===== config.mk =====
export PLATFORM = sky130hd
export DESIGN_NAME = display_scheduler_flat
export DESIGN_NICKNAME = d
export VERILOG_FILES = /design/src/rtl/display_scheduler_if.sv /design/src/rtl/display_scheduler.sv /design/src/flat_wrapper.sv
export SDC_FILE = /design/constraint.sdc
export NUM_CORES = 1
export LEC_CHECK = 0
export ABC_AREA = 1
export ABC_CLOCK_PERIOD_IN_PS = 2400
export CAP_MARGIN = 40
export CELL_PAD_IN_SITES_DETAIL_PLACEMENT = 1
export CELL_PAD_IN_SITES_GLOBAL_PLACEMENT = 1
export CORE_ASPECT_RATIO = 0.75
export CORE_UTILIZATION = 30
export DETAILED_ROUTE_END_ITERATION = 16
export GPL_TIMING_DRIVEN = 1
export HOLD_SLACK_MARGIN = 0.1
export PLACE_DENSITY = 0.69
export SLEW_MARGIN = 25
export SYNTH_ARGS = -nofsm -noshare
export SYNTH_HDL_FRONTEND = slang
export SYNTH_SLANG_ARGS = --single-unit

===== constraint.sdc =====
create_clock -name step_clk -period 2.4 [get_ports step_clk]
set_clock_uncertainty 0.1 [all_clocks]
set_input_delay 0.48 -clock step_clk [delete_from_list [all_inputs] [get_ports step_clk]]
set_output_delay 0.48 -clock step_clk [all_outputs]
set_load 0.02 [all_outputs]

===== src/rtl/display_scheduler_if.sv =====
// Display scheduler bus: dwell time base, mode availability and user controls in,
// selected display mode and status out.
//   tick         dwell time base, single-cycle pulse
//   mode_valid   per-mode availability (step count, distance, steps/32, active time)
//   hold         level, freezes auto-advance
//   next_req     level, manual advance on its rising edge
//   sel          index of the displayed mode
//   sel_onehot   one-hot decode of sel
//   switch_pulse one-cycle pulse after every change of displayed mode
//   idle         no mode displayable
// The modport master drives the inputs. The modport slave is the scheduler.
interface display_scheduler_if;
    logic       tick;
    logic [3:0] mode_valid;
    logic       hold;
    logic       next_req;
    logic [1:0] sel;
    logic [3:0] sel_onehot;
    logic       switch_pulse;
    logic       idle;

    modport master (
        output tick, mode_valid, hold, next_req,
        input  sel, sel_onehot, switch_pulse, idle
    );

    modport slave (
        input  tick, mode_valid, hold, next_req,
        output sel, sel_onehot, switch_pulse, idle
    );
endinterface


===== src/rtl/display_scheduler.sv =====
// Round-robin display mode scheduler. Each available mode stays on the display
// for DWELL_TICKS tick pulses. The mode also advances on a rising edge of next_req.
// hold freezes the dwell countdown.
// Ports:
//   step_clk  block clock. State updates on its rising edge.
//   reset     asynchronous, active-high
//   bus       display_scheduler_if.slave (tick, mode_valid, hold, next_req in;
//             sel, sel_onehot, switch_pulse, idle out, all registered)
// Configuration:
//   SKIP_INVALID_EN defined   -> the scheduler skips modes that mode_valid marks unavailable.
//                               It idles when no mode is available.
//   SKIP_INVALID_EN undefined -> mode_valid is ignored and the sequence is fixed 0,1,2,3.
module display_scheduler #(
    parameter int unsigned DWELL_TICKS = 4,
    parameter int unsigned CW          = 8
) (
    input  logic               step_clk,
    input  logic               reset,
    display_scheduler_if.slave bus
);
    localparam int unsigned NMODES = 4;
    localparam int unsigned SW     = 2;

    localparam logic [1:0] ST_IDLE = 2'd0;
    localparam logic [1:0] ST_SHOW = 2'd1;
    localparam logic [1:0] ST_HOLD = 2'd2;

    localparam logic [CW-1:0] DWELL_LAST = CW'(DWELL_TICKS - 1);

    logic [1:0]        state_q, state_d;
    logic [SW-1:0]     sel_q, sel_d;
    logic [NMODES-1:0] onehot_q;
    logic [CW-1:0]     cnt_q, cnt_d;
    logic              pulse_q, pulse_d;
    logic              idle_q;
    logic              nreq_q;

    logic [NMODES-1:0] eff_valid;
    logic [SW-1:0]     rr_next;
    logic [SW-1:0]     first_valid;
    logic              nreq_edge;

    // First valid index after base (or from base when inclusive). The scan runs
    // from the farthest offset down, so the nearest valid index is written last.
    function automatic logic [SW-1:0] rr_pick(input logic [SW-1:0] base,
                                              input logic [NMODES-1:0] valid,
                                              input logic inclusive);
        logic [SW-1:0] pick;
        logic [SW-1:0] idx;
        pick = base;
        for (int k = NMODES - 1; k >= 0; k--) begin
            idx = base + SW'(k) + (inclusive ? SW'(0) : SW'(1));
            if (valid[idx]) pick = idx;
        end
        return pick;
    endfunction

`ifdef SKIP_INVALID_EN
    assign eff_valid = bus.mode_valid;
`else
    // Every mode counts as available. The input is folded in only to keep it connected.
    assign eff_valid = bus.mode_valid | 4'b1111;
`endif

    assign rr_next     = rr_pick(sel_q, eff_valid, 1'b0);
    assign first_valid = rr_pick(sel_q, eff_valid, 1'b1);
    assign nreq_edge   = bus.next_req & ~nreq_q;

    // State and output registers
    always_ff @(posedge step_clk or posedge reset) begin
        if (reset) begin
            state_q  <= ST_IDLE;
            sel_q    <= '0;
            onehot_q <= 4'b0001;
            cnt_q    <= '0;
            pulse_q  <= 1'b0;
            idle_q   <= 1'b1;
            nreq_q   <= 1'b0;
        end else begin
            state_q  <= state_d;
            sel_q    <= sel_d;
            onehot_q <= 4'b0001 << sel_d;
            cnt_q    <= cnt_d;
            pulse_q  <= pulse_d;
            idle_q   <= (state_d == ST_IDLE);
            nreq_q   <= bus.next_req;
        end
    end

    // Next state. The order of the if-chain sets the priority:
    // all-invalid > current-invalid > next_req edge > hold > dwell expiry.
    always_comb begin
        state_d = state_q;
        sel_d   = sel_q;
        cnt_d   = cnt_q;
        pulse_d = 1'b0;
        case (state_q)
            ST_IDLE: begin
                if (|eff_valid) begin
                    state_d = ST_SHOW;
                    sel_d   = first_valid;
                    cnt_d   = '0;
                    pulse_d = 1'b1;
                end
            end
            ST_SHOW, ST_HOLD: begin
                state_d = bus.hold ? ST_HOLD : ST_SHOW;
                if (!(|eff_valid)) begin
                    state_d = ST_IDLE;
                    cnt_d   = '0;
                end else if (!eff_valid[sel_q]) begin
                    sel_d   = rr_next;
                    cnt_d   = '0;
                    pulse_d = 1'b1;
                end else if (nreq_edge) begin
                    sel_d   = rr_next;
                    cnt_d   = '0;
                    pulse_d = (rr_next != sel_q);
                end else if (!bus.hold && state_q == ST_SHOW && bus.tick) begin
                    // Ticks count only in SHOW. The cycle that leaves HOLD does not count a tick.
                    if (cnt_q == DWELL_LAST) begin
                        sel_d   = rr_next;
                        cnt_d   = '0;
                        pulse_d = (rr_next != sel_q);
                    end else begin
                        cnt_d = cnt_q + CW'(1);
                    end
                end
            end
            default: begin
                state_d = ST_IDLE;
                cnt_d   = '0;
            end
        endcase
    end

    assign bus.sel          = sel_q;
    assign bus.sel_onehot   = onehot_q;
    assign bus.switch_pulse = pulse_q;
    assign bus.idle         = idle_q;
endmodule


===== src/flat_wrapper.sv =====
// flat-port wrapper written by rule: the top's interface ports become plain ports
module display_scheduler_flat 
#(
    parameter int unsigned DWELL_TICKS = 4,
    parameter int unsigned CW          = 8
)
  (step_clk, reset, bus_tick, bus_mode_valid, bus_hold, bus_next_req, bus_sel, bus_sel_onehot, bus_switch_pulse, bus_idle);
  display_scheduler_if bus_i ();
  input  logic step_clk;
  input  logic reset;
  input wire logic [$bits(bus_i.tick)-1:0] bus_tick;
  input wire logic [$bits(bus_i.mode_valid)-1:0] bus_mode_valid;
  input wire logic [$bits(bus_i.hold)-1:0] bus_hold;
  input wire logic [$bits(bus_i.next_req)-1:0] bus_next_req;
  output wire logic [$bits(bus_i.sel)-1:0] bus_sel;
  output wire logic [$bits(bus_i.sel_onehot)-1:0] bus_sel_onehot;
  output wire logic [$bits(bus_i.switch_pulse)-1:0] bus_switch_pulse;
  output wire logic [$bits(bus_i.idle)-1:0] bus_idle;
  assign bus_i.tick = bus_tick;
  assign bus_i.mode_valid = bus_mode_valid;
  assign bus_i.hold = bus_hold;
  assign bus_i.next_req = bus_next_req;
  assign bus_sel = bus_i.sel;
  assign bus_sel_onehot = bus_i.sel_onehot;
  assign bus_switch_pulse = bus_i.switch_pulse;
  assign bus_idle = bus_i.idle;
  display_scheduler #(.DWELL_TICKS(DWELL_TICKS), .CW(CW)) u_core (.step_clk(step_clk), .reset(reset), .bus(bus_i));
endmodule

---- Word-level counts from Yosys, hierarchy flattened ----
Cells that the tools add are included.
storage, ports and cells
  input bits .............................. 9
  word-level logic and storage cells ...... 74
  flip-flop bits (word level) ............. 19
  output and inout bits ................... 8
cells by class
  bitwise gates (word level) .............. 2
  magnitude comparators ................... 7
  mux-type cells .......................... 39
  reductions and logical operators ........ 6
  add/sub/neg operators ................... 7
  equality and inequality tests ........... 5
  shift-type cells ........................ 1
operators by type and width
  cell                                                        count
  2-to-1 mux 8 bit                                            5
  2-to-1 mux 2 bit                                            13
  less-than comparator 2 x 3 -> 1 bit, second input constant  7
  binary-select mux 1 bit (select 2 bit)                      7
  2-to-1 mux 1 bit                                            11
  adder 2 x 1 -> 2 bit, second input constant                 4
  adder 8 x 1 -> 8 bit, second input constant                 1
  equality test 8 x 2 -> 1 bit, second input constant         1
  case mux 2 bit (2 select lines)                             2
  adder 2 bit, second input constant                          2
  logical NOT 2 bit                                           2
  != test 4 x 3 -> 1 bit, second input constant               1
  << shifter 1 x 2 -> 4 bit, first input constant             1
  equality test 2 x 1 -> 1 bit, second input constant         1
  equality test 2 bit, second input constant                  1
  logical AND 1 bit                                           2
  != test 2 bit                                               1
  case mux 1 bit (2 select lines)                             1
  OR reduction 2 bit                                          1
  bitwise AND 1 bit                                           1
  logical NOT 1 bit                                           1
  inverter 1 bit                                              1

---- Longest topological paths before layout ----
  depth after elaboration ................. 14
  depth in mapped cells ................... 11
  mapped depth without buffers ............ 11

---- Worst setup path before layout ----
Ideal clock, no wire load.
  path kind ............................... reg-to-reg
  start point ............................. register u_core.state_q[0]
  end point ............................... register u_core.cnt_q[6]
  setup time .............................. 0.120 ns
  arrival ................................. 1.310 ns
  path buffers ............................ 0
  cell stages (with the launch flop) ...... 10
  data required time ...................... 2.180 ns
  period minus slack after synthesis ...... 1.531 ns
  setup slack ............................. 0.869 ns
  cell sequence ........................... dfrtp_1 > inv_1 > ha_1 > inv_1 > nor2_4 > nand2_4 > nand2_1 > o21ai_1 > o211ai_1 > inv_1
on the way
  longest elaborated chain between the ends .. 4
  elaborated cells between the ends (all ways) .. 7
  those cells by class .................... eq/ne: 3; mux: 1; reduce/logical: 3
RTL lines
  element                           RTL line                                           RTL
  start, declared                   display_scheduler.sv:30                            logic [1:0] state_q, state_d;
  start signal, assigned            display_scheduler.sv:80                            state_q <= state_d;
  equality test 2 x 1 -> 1 bit      display_scheduler.sv:97, display_scheduler.sv:119
  logical AND 1 bit (2 in series)   display_scheduler.sv:119                           end else if (!bus.hold && state_q == ST_SHOW && bus.tick) begin
  != test 4 x 3 -> 1 bit (no line)  -
  end signal, assigned              display_scheduler.sv:83                            cnt_q <= cnt_d;
  end, declared                     display_scheduler.sv:33                            logic [CW-1:0] cnt_q, cnt_d;
Several ways; a longest one is shown, not always the timed one.
A chain may end at the register's enable or synchronous reset.

---- Worst setup path after layout ----
  start point ............................. register u_core.idle_q (netlist: u_core.bus.idle)
  end point ............................... output bus_idle
RTL lines
  element                 RTL line                 RTL
  start, declared         display_scheduler.sv:35  logic idle_q;
  start signal, assigned  display_scheduler.sv:85  idle_q <= (state_d == ST_IDLE);
  end, declared           flat_wrapper.sv:18       output wire logic [$bits(bus_i.idle)-1:0] bus_idle;
No word-level cell between the ends.

==> results.toml <==
[status]
outcome = "finished clean"

[cts]
clk_latency_ns = 0.26
numClockSinks = 19
cts_hold_buffers = 0
htreeDepth = 1
cts_buffers = 3
cts_tree = "built"
post_cts_resized = 0
cts-root-to-sink-buffers = 2
post_cts_buffers = 0
clk_root_buffer_cell = "clkbuf_8"
path_clk_slew_ns = 0.07

[grt]
largest_net_degree_at_the_start_of_global_routing = 20
first_global_vias = 715
grt_first_pass_wirelength_mm = 3.31
remaining_global_route_overflow = 0
groute.usage.overall_pct = 13.5
antenna_found_initial = 0

[sta]
finalMaxSlewViolations = 0
period_minus_slack_ns = 1.95
setup_repair_after_global_routing_missed_its_margin = "false"
post-route-period-util_pct = 81.1
worstMarginPinSlew_ns = 0.250
final.setup.tns_ns = 0
report.final.setup_viol = 0
worst_slack_ns = 0.453
worst_slew_margin_rel_pct = 83.3
hold_violations = 0
clock.fmax_mhz = 514

[yosys]
syn_avg_cell_area_um2 = 9.04
synthesis.yosys.warnings = 0
syn-instance-count = 105
proportion_of_synthesized_area_in_mux_cells_pct = 0
synth_top_family_by_area = "simple AND/OR/NAND/NOR gates"
yosysUniqueCellTypes = 25
synth.largest_area_cell = "dfrtp_1"
syn_nets = 118
synth.yosys.seq_area_share_pct = 50.3
yosys.area_share.simple_pct = 25.6
ys_ff_latch = 19
synth_compound_area_share_pct = 9.62
mappedNetlistArea_um2 = 950
async_flop_share_pct = 100
synth_adder_area_share_pct = 5.27
synth-edff-count = 0
main_flop_type_after_synthesis = "dfrtp_1"
post_synth_main_area_contributors = "dfrtp_1, inv_1, nand2_1"
yosys.area.top_type_share_pct = 44.8
post_synth_xor_area_fraction_pct = 0

[finish]
antennaDiodeCount = 0
nFillCells = 358
final_layout_size_suffix_gt1_share_pct = 20.5
finalNetCount = 136
postLayoutCoreUtil_pct = 39.3
synth_to_final_area_change_pct = 23.2
final_cell_area_mm2 = 0.00117

[place]
routabilityCongestion = 0.712
port_buffers = 12
dp.final_hpwl_mm = 1.52
place_area_mm2 = 0.00112
dpl_worst_slack_ns = 0.465

[setup_path]
path_max_fanout = 1
critPathArrivalTime_ns = 1.37
crit_path_end_kind = "primary output"
worst_setup_path_start_kind = "flop"
criticalPathCategory = "reg -> out"
critical-path-slowest-cell = "clkdlybuf4s50_1"
critPathRequiredTime_ns = 1.82
slowest_delay_ns = 0.59
worst-path-buf-inv = 1
critical_path.top_delay_family = "buffers and inverters"
cells_along_the_critical_path = "clkdlybuf4s50_1"

[power_and_ir_drop]
vdd_drop_max_mv = 0.425
total_power_mw = 1.32
power.leakage_nw = 0.564
power.density_cell_area_mw_per_mm2 = 1130

[detailed_routing]
post_route_drc_violation_count = 0
antenna_left = 0
dr_total_vias = 718
drt-initial-drc-count = 35
drt-pass1-iter-count = 4
wire_per_inst_um = 12.0
wirelength_routed_mm = 1.92
post_drt_via_cell_ratio = 4.49

[die]
area_of_the_core_mm2 = 0.00298
io_pins = 17
fp-row-count = 17
start_util_pct = 31.9
die_width_um = 67.0
floorplan.die.height_um = 50.7
area_enclosed_by_the_die_boundary_mm2 = 0.00340

[flow_run]
cap_viol_max_count = 0

[min_path]
hold_class = "reg -> reg"
-- layout make-up --
class / instances / area (um^2) / share of cell area (%)
Clock buffer: 4 / 45.0 / 3.85
Inverter: 22 / 87.6 / 7.49
Tap cell: 38 / 47.5 / 4.06
Timing Repair Buffer: 13 / 128 / 10.9
Sequential cell: 19 / 478 / 40.9
Multi-Input combinational cell: 64 / 384 / 32.8
-- state kept, by name, indices dropped and copies added, names as in the netlist --
signal and cells:
u_core.cnt_q 8, u_core.bus.sel_onehot 4, u_core.bus.sel 2, u_core.state_q 2, u_core.bus.idle 1, u_core.bus.switch_pulse 1
u_core.nreq_q 1
-- worst paths after layout --
check	from	cells after the start	to	slack (ns)
setup / recovery	u_core.bus.idle	1	bus_idle	0.45
hold / removal	u_core.bus.sel[1]	1	u_core.bus.sel_onehot[1]	0.38
setup reg to reg	u_core.state_q[0]	9	u_core.cnt_q[6]	0.66
hold reg to reg	u_core.bus.sel[1]	1	u_core.bus.sel_onehot[1]	0.38
max in group asynchronous	reset	3	u_core.bus.idle	1.50
min in group asynchronous	reset	3	u_core.bus.sel[0]	0.44
-- cells by family after synthesis --
logic type	Yosys count
DFF	19
and+or+nand+nor	46
adders and majority gates	4
buffers and inverters	22
AOI/OAI and AO/OA	14
-- power breakdown --
part	switching (mW)	leakage [nW]	total (mW)	internal [mW]
Sequential	0.0505	0.242	0.466	0.416
Combinational	0.393	0.299	0.635	0.242
Clock	0.104	0.0228	0.223	0.118
-- metrics by stage --
stage	cells	hold slack [ns]
after floorplan	105	0.330
after global placement	156	0.374
after detailed placement	156	0.368
after CTS	160	0.379
after global routing	160	0.423
final	160	0.378
-- layer usage --
layer,track usage (%),wire length (um)
met1,19.2,975
met3,4.09,65
met5,0,0
met2,19.2,855
met4,4.26,23
-- Yosys cell counts, types with 3 or more instances --
cell type and instances:
nor2_1 8, ha_1 4, nor2_2 5, nand3_1 3
o21ai_0 3, a21oi_1 3, nand2_2 4, nand2_1 17
inv_1 18, dfrtp_1 17
-- layout by cell type, fill, tap and decap left out --
cell type and instances:
nand3_2 2, nor2_4 2, inv_2 2, buf_4 1, inv_4 2, o21ai_1 2, o211ai_1 1, a22o_1 1
and3_1 1, nand2_2 4, o31ai_2 1, nor2_2 5, dfstp_2 2, dfrtp_1 17, nand4_1 2, inv_1 18
a21boi_1 1, nor2_1 8, clkbuf_8 3, clkbuf_1 1, clkdlybuf4s50_1 12, a21oi_1 3, nand2_1 17, nor3_1 1
ha_1 4, o21a_1 2, nand3_1 3, nand2_4 1, o21ai_0 3
Power figures use the tool's default switching activity.
==> patch 1 (same settings) <==
`CW` is set to 8 in 2 places; all go to 9.
--- a/src/rtl/display_scheduler.sv
+++ b/src/rtl/display_scheduler.sv
@@ -12,7 +12,7 @@
 //   SKIP_INVALID_EN undefined -> mode_valid is ignored and the sequence is fixed 0,1,2,3.
 module display_scheduler #(
     parameter int unsigned DWELL_TICKS = 4,
-    parameter int unsigned CW          = 8
+    parameter int unsigned CW          = 9
 ) (
     input  logic               step_clk,
     input  logic               reset,
--- a/src/flat_wrapper.sv
+++ b/src/flat_wrapper.sv
@@ -2,7 +2,7 @@
 module display_scheduler_flat 
 #(
     parameter int unsigned DWELL_TICKS = 4,
-    parameter int unsigned CW          = 8
+    parameter int unsigned CW          = 9
 )
   (step_clk, reset, bus_tick, bus_mode_valid, bus_hold, bus_next_req, bus_sel, bus_sel_onehot, bus_switch_pulse, bus_idle);
   display_scheduler_if bus_i ();
Behaviour: no difference found for any inputs over 10 cycles, from zero or initial values and one cycle with reset high; that may be too few to reach the edited logic, so the function may still have changed.
==> patch 1 against the original RTL <==
Non-clock buffer count did not move; total power rose by 0.78%; global-route usage rose by 1.4 points; fmax fell by 0.15%; count of clock-buffer cells in the layout did not move; synthesized area rose by 5.5%; design area rose by 5.3%; critical path depth did not move; sequential share of layout area barely moved; worst setup slack got worse by 2.9 ps; wire length rose by 6.4%; sequential cell count rose by 1.
==> patch 1: results (changes against the original RTL) <==
stage	metric	value	unit	change
detailed_routing	avgRoutedWirePerCell	12.01	um	+0.10%
power	leakage	0.0005929	uW	+5.1%
finish	largest_reg_flops	9		+1
grt	grt_max_degree	21		+5.0%
power	ir_drop	367.8	uV	-14%
logic_synthesis	synthDistinctLibCells	17		-32%
grt	grt_pass1_wl	3.732	mm	+13%
placement	postPlaceCellArea	1177	um2	+4.7%
logic_synthesis	synthTopCellsByArea	dfrtp_1 (45%), nand2_1 (6.7%), inv_1 (5.6%)		
logic_synthesis	synth_fp_nets	128		+8.5%
logic_synthesis	synthTopCellsByCount	dfrtp_1 (18), nand2_1 (18), inv_1 (15), nor2_1 (9)		
placement	place_hpwl	1.651	mm	+8.5%
outcome	outcome	finished, final reports clean		
power	switching_power	533.0	uW	-2.6%
finish	fill_cells	386		+7.8%
grt	grt_pass1_vias	843		+18%
grt	track_usage	14.82	%	+1.4 points
timing	max_slew_margin	82.01	%	-1.3 points
grt	antenna_found_initial	0		unchanged
cts	clk_latency	250	ps	
detailed_routing	vias	754		+5.0%
logic_synthesis	synth-seq-area-share	50.19	%	-0.14 points
finish	fin_nets	146		+7.4%
finish	final_layout_size_suffix_gt1_share	24.24	%	+3.8 points
worst_setup_path	r2r_slack	680	ps	+20 ps
min_path	min_path_type	register to register		
==> patch 1: cell types whose count changed after synthesis, sizes merged, moves of 2 or more <==
cell / before / now
o21a: 2 / 4
nand2: 22 / 24
o21ai: 5 / 7
nand3: 5 / 10
nor2: 15 / 19
==> patch 1: stage by stage <==
stage	std cells	total power [uW]	hold slack [ps]	setup slack, ps
floorplan	115	874.8	342.3	882.5
global placement	166	1072	369.2	496.0
detailed placement	166	1102	370.8	466.7
CTS	170	1361	383.9	436.0
global route	170	1452	422.8	398.2
finish	170	1334	376.8	449.8
==> patch 1: logic make-up (layout without fill, tap and decap cells) <==
kind of cell	Yosys count	in the layout	synth area share [%]
AND/OR/NAND/NOR	54	54	27.72
buffers and inverters	22	39	8.240
flip-flops	20	20	50.19
AO/OA/AOI/OAI	15	15	8.863
adder cells (fa/ha/maj)	4	4	4.994
==> patch 1: layout make-up <==
type,count,area [um2],share of cell area (%)
Timing Repair Buffer,13,127.6,10.36
Sequential cell,20,503.0,40.81
Tap cell,38,47.55,3.858
Inverter,22,82.58,6.701
Clock buffer,4,55.05,4.467
Multi-Input combinational cell,73,416.7,33.81
==> patch 1: layer usage <==
| layer | global-route usage (%) | share of wire [%] | up-vias |
|---|---|---|---|
| li1 | - | - | 389 |
| met4 | 6.463 | 1.3 | 0 |
| met3 | 4.825 | 3.2 | 2 |
| met2 | 22.22 | 45 | 11 |
| met1 | 19.32 | 50 | 352 |
| met5 | 0 | 0 | - |
==> patch 1: final timing paths <==
check / endpoint / cells after the start
max in group asynchronous: u_core.bus.idle / 3
hold / removal: u_core.bus.sel_onehot[1] / 1
min in group asynchronous: u_core.bus.sel_onehot[3] / 3
setup reg to reg: u_core.cnt_q[4] / 8
setup / recovery: bus_idle / 1
hold reg to reg: u_core.bus.sel_onehot[1] / 1
==> patch 1: power by group through the flow <==
stage / Clock (uW) / Combinational [uW] / Sequential, uW
3_3_place_gp: 0 / 595 / 477
3_5_place_dp: 0 / 616 / 486
6_report: 252 / 603 / 478
2_1_floorplan: 0 / 319 / 556
5_1_grt: 285 / 678 / 489
4_1_cts: 265 / 616 / 479
==> patch 2 (same settings) <==
Made on the original files. One comparison of `cnt_q` changes from == to >=.
--- a/src/rtl/display_scheduler.sv
+++ b/src/rtl/display_scheduler.sv
@@ -118,7 +118,7 @@
                     pulse_d = (rr_next != sel_q);
                 end else if (!bus.hold && state_q == ST_SHOW && bus.tick) begin
                     // Ticks count only in SHOW. The cycle that leaves HOLD does not count a tick.
-                    if (cnt_q == DWELL_LAST) begin
+                    if (cnt_q >= DWELL_LAST) begin
                         sel_d   = rr_next;
                         cnt_d   = '0;
                         pulse_d = (rr_next != sel_q);
Formal check against the unedited RTL: same outputs for any inputs over 10 cycles, from zero or initial values and one cycle with reset high; that may be too few to reach the edited logic, so the function may still have changed.
==> patch 2 against the original RTL <==
Worst setup slack worse by 50 ps; sequential cell count stayed put; die area is 13% lower; sequential share of layout area is 5.4 points higher; core utilization is 0.38 points higher; wire length is 26% lower; synthesized area is 13% lower; total power is 14% lower; via count is 17% lower; design area is 12% lower; critical endpoint unchanged; largest power group unchanged; highest routed layer unchanged.
==> patch 2: results (changes against the original RTL) <==
stage	metric	value	unit	change
finish	fill_cells	316		-12%
grt	track_usage	10.84	%	-2.6 points
cts	clk_latency	290	ps	+30 ps
finish	fin_nets	121		-11%
detailed_routing	drt_wl_total	1.423	mm	-26%
logic_synthesis	synth_fp_nets	103		-13%
power	leakage	0.0005521	uW	-2.2%
worst_setup_path	arrival	1420	ps	+50 ps
worst_setup_path	crit_family	buffers and inverters		
grt	grt_pass1_wl	2.339	mm	-29%
logic_synthesis	synth-seq-area-share	57.97	%	+7.6 points
cts	ctsHtreeMaxLevel	1		unchanged
placement	place_hpwl	1.133	mm	-26%
cts	cts-root-buf	clkbuf_4		
worst_setup_path	reg2regPathDepth	11		+2
logic_synthesis	synthDistinctLibCells	14		-44%
outcome	outcome	finished, final reports clean		
logic_synthesis	synthTopCellsByCount	inv_1 (22), dfrtp_1 (17), nand2_1 (12), nor2_1 (11), nand2_2 (7)		
timing	worstMarginPinSlew	250.5	ps	+0.6410 ps
cts	clk_pin_slew	110	ps	+40 ps
logic_synthesis	async_flop_share	100.0	%	unchanged
logic_synthesis	ys_warn_count	0		unchanged
logic_synthesis	synth-edff-count	0		unchanged
worst_setup_path	cp_slowest_cell	clkdlybuf4s50_1		
detailed_routing	drt_iter0_drc	15		-57%
min_path	min_path_type	primary input to asynchronous set/reset pin		
finish	final_layout_size_suffix_gt1_share	17.76	%	-2.7 points
placement	postPlaceCellArea	989.7	um2	-12%
power	ir_drop	505.9	uV	+19%
worst_setup_path	slowest_delay	590	ps	about the same
worst_setup_path	cp_max_fo	1		unchanged
finish	antenna_cells	0		unchanged
finish	largest_reg_flops	8		unchanged
logic_synthesis	synthTopCellsByArea	dfrtp_1 (52%), inv_1 (10%), dfstp_2 (6.4%)		
detailed_routing	vias	599		-17%
placement	gp_congestion	0.6485		-9.0%
grt	grt_pass1_vias	536		-25%
patch 2: cell count changes after synthesis, sizes merged, moves of 2 or more:
cell   unedited run  this run
inv              22        24
nand2            22        20
nand4             2         0
nor2             15        12
o21a              2         0
o21ai             5         1
patch 2: final cells by class:
class                   instances  area share, %
flip-flops and latches         19          46.30
multi-input cells              47          24.85
repair buffers                 13          13.09
inverters                      24          8.727
well taps                      36          4.364
clock buffers                   3          2.182
clock inverters                 1         0.4848
patch 2: final timing paths:
check / from / end / slack (ps)
max: u_core.bus.idle / bus_idle / 400
min: reset / u_core.cnt_q[0] / 290
max reg2reg: u_core.state_q[1] / u_core.bus.sel_onehot[2] / 790
min reg2reg: u_core.cnt_q[0] / u_core.cnt_q[0] / 390
max in group asynchronous: reset / u_core.bus.idle / 1450
min in group step_clk: u_core.cnt_q[0] / u_core.cnt_q[0] / 390
patch 2: kinds of logic after synthesis:
group | count (synthesis) | share of synthesized area (%)
compound gates | 5 | 3.490
buf+inv | 24 | 10.93
flops | 19 | 57.97
fa+ha+maj | 4 | 6.070
simple gates | 38 | 21.55
patch 2: report_power, final:
part	switching, uW	internal (uW)
combinational	309	210
clock	94.7	62.0
sequential	46.1	412
patch 2: layer usage:
| layer | global-route usage (%) | wire length, um | vias to the layer above |
|---|---|---|---|
| li1 | - | - | 295 |
| met1 | 12.74 | 677 | 294 |
| met2 | 18.48 | 680 | 8 |
| met3 | 5.097 | 56 | 2 |
| met4 | 2.791 | 8 | 0 |
| met5 | 0 | 0 | - |
patch 2: stage by stage:
step                      cells  power, uW  utilization, %  setup WS, ps  hold WS (ps)
after floorplan              90      796.1               -         992.3         329.7
after global placement      138      972.4           38.03         472.2         366.6
after detailed placement    138      991.3           38.03         424.3         375.4
after CTS                   142       1157           39.09         378.3         399.6
after global routing        143       1240           39.66         326.3         303.0
final                       143       1133           39.66         402.8         292.6
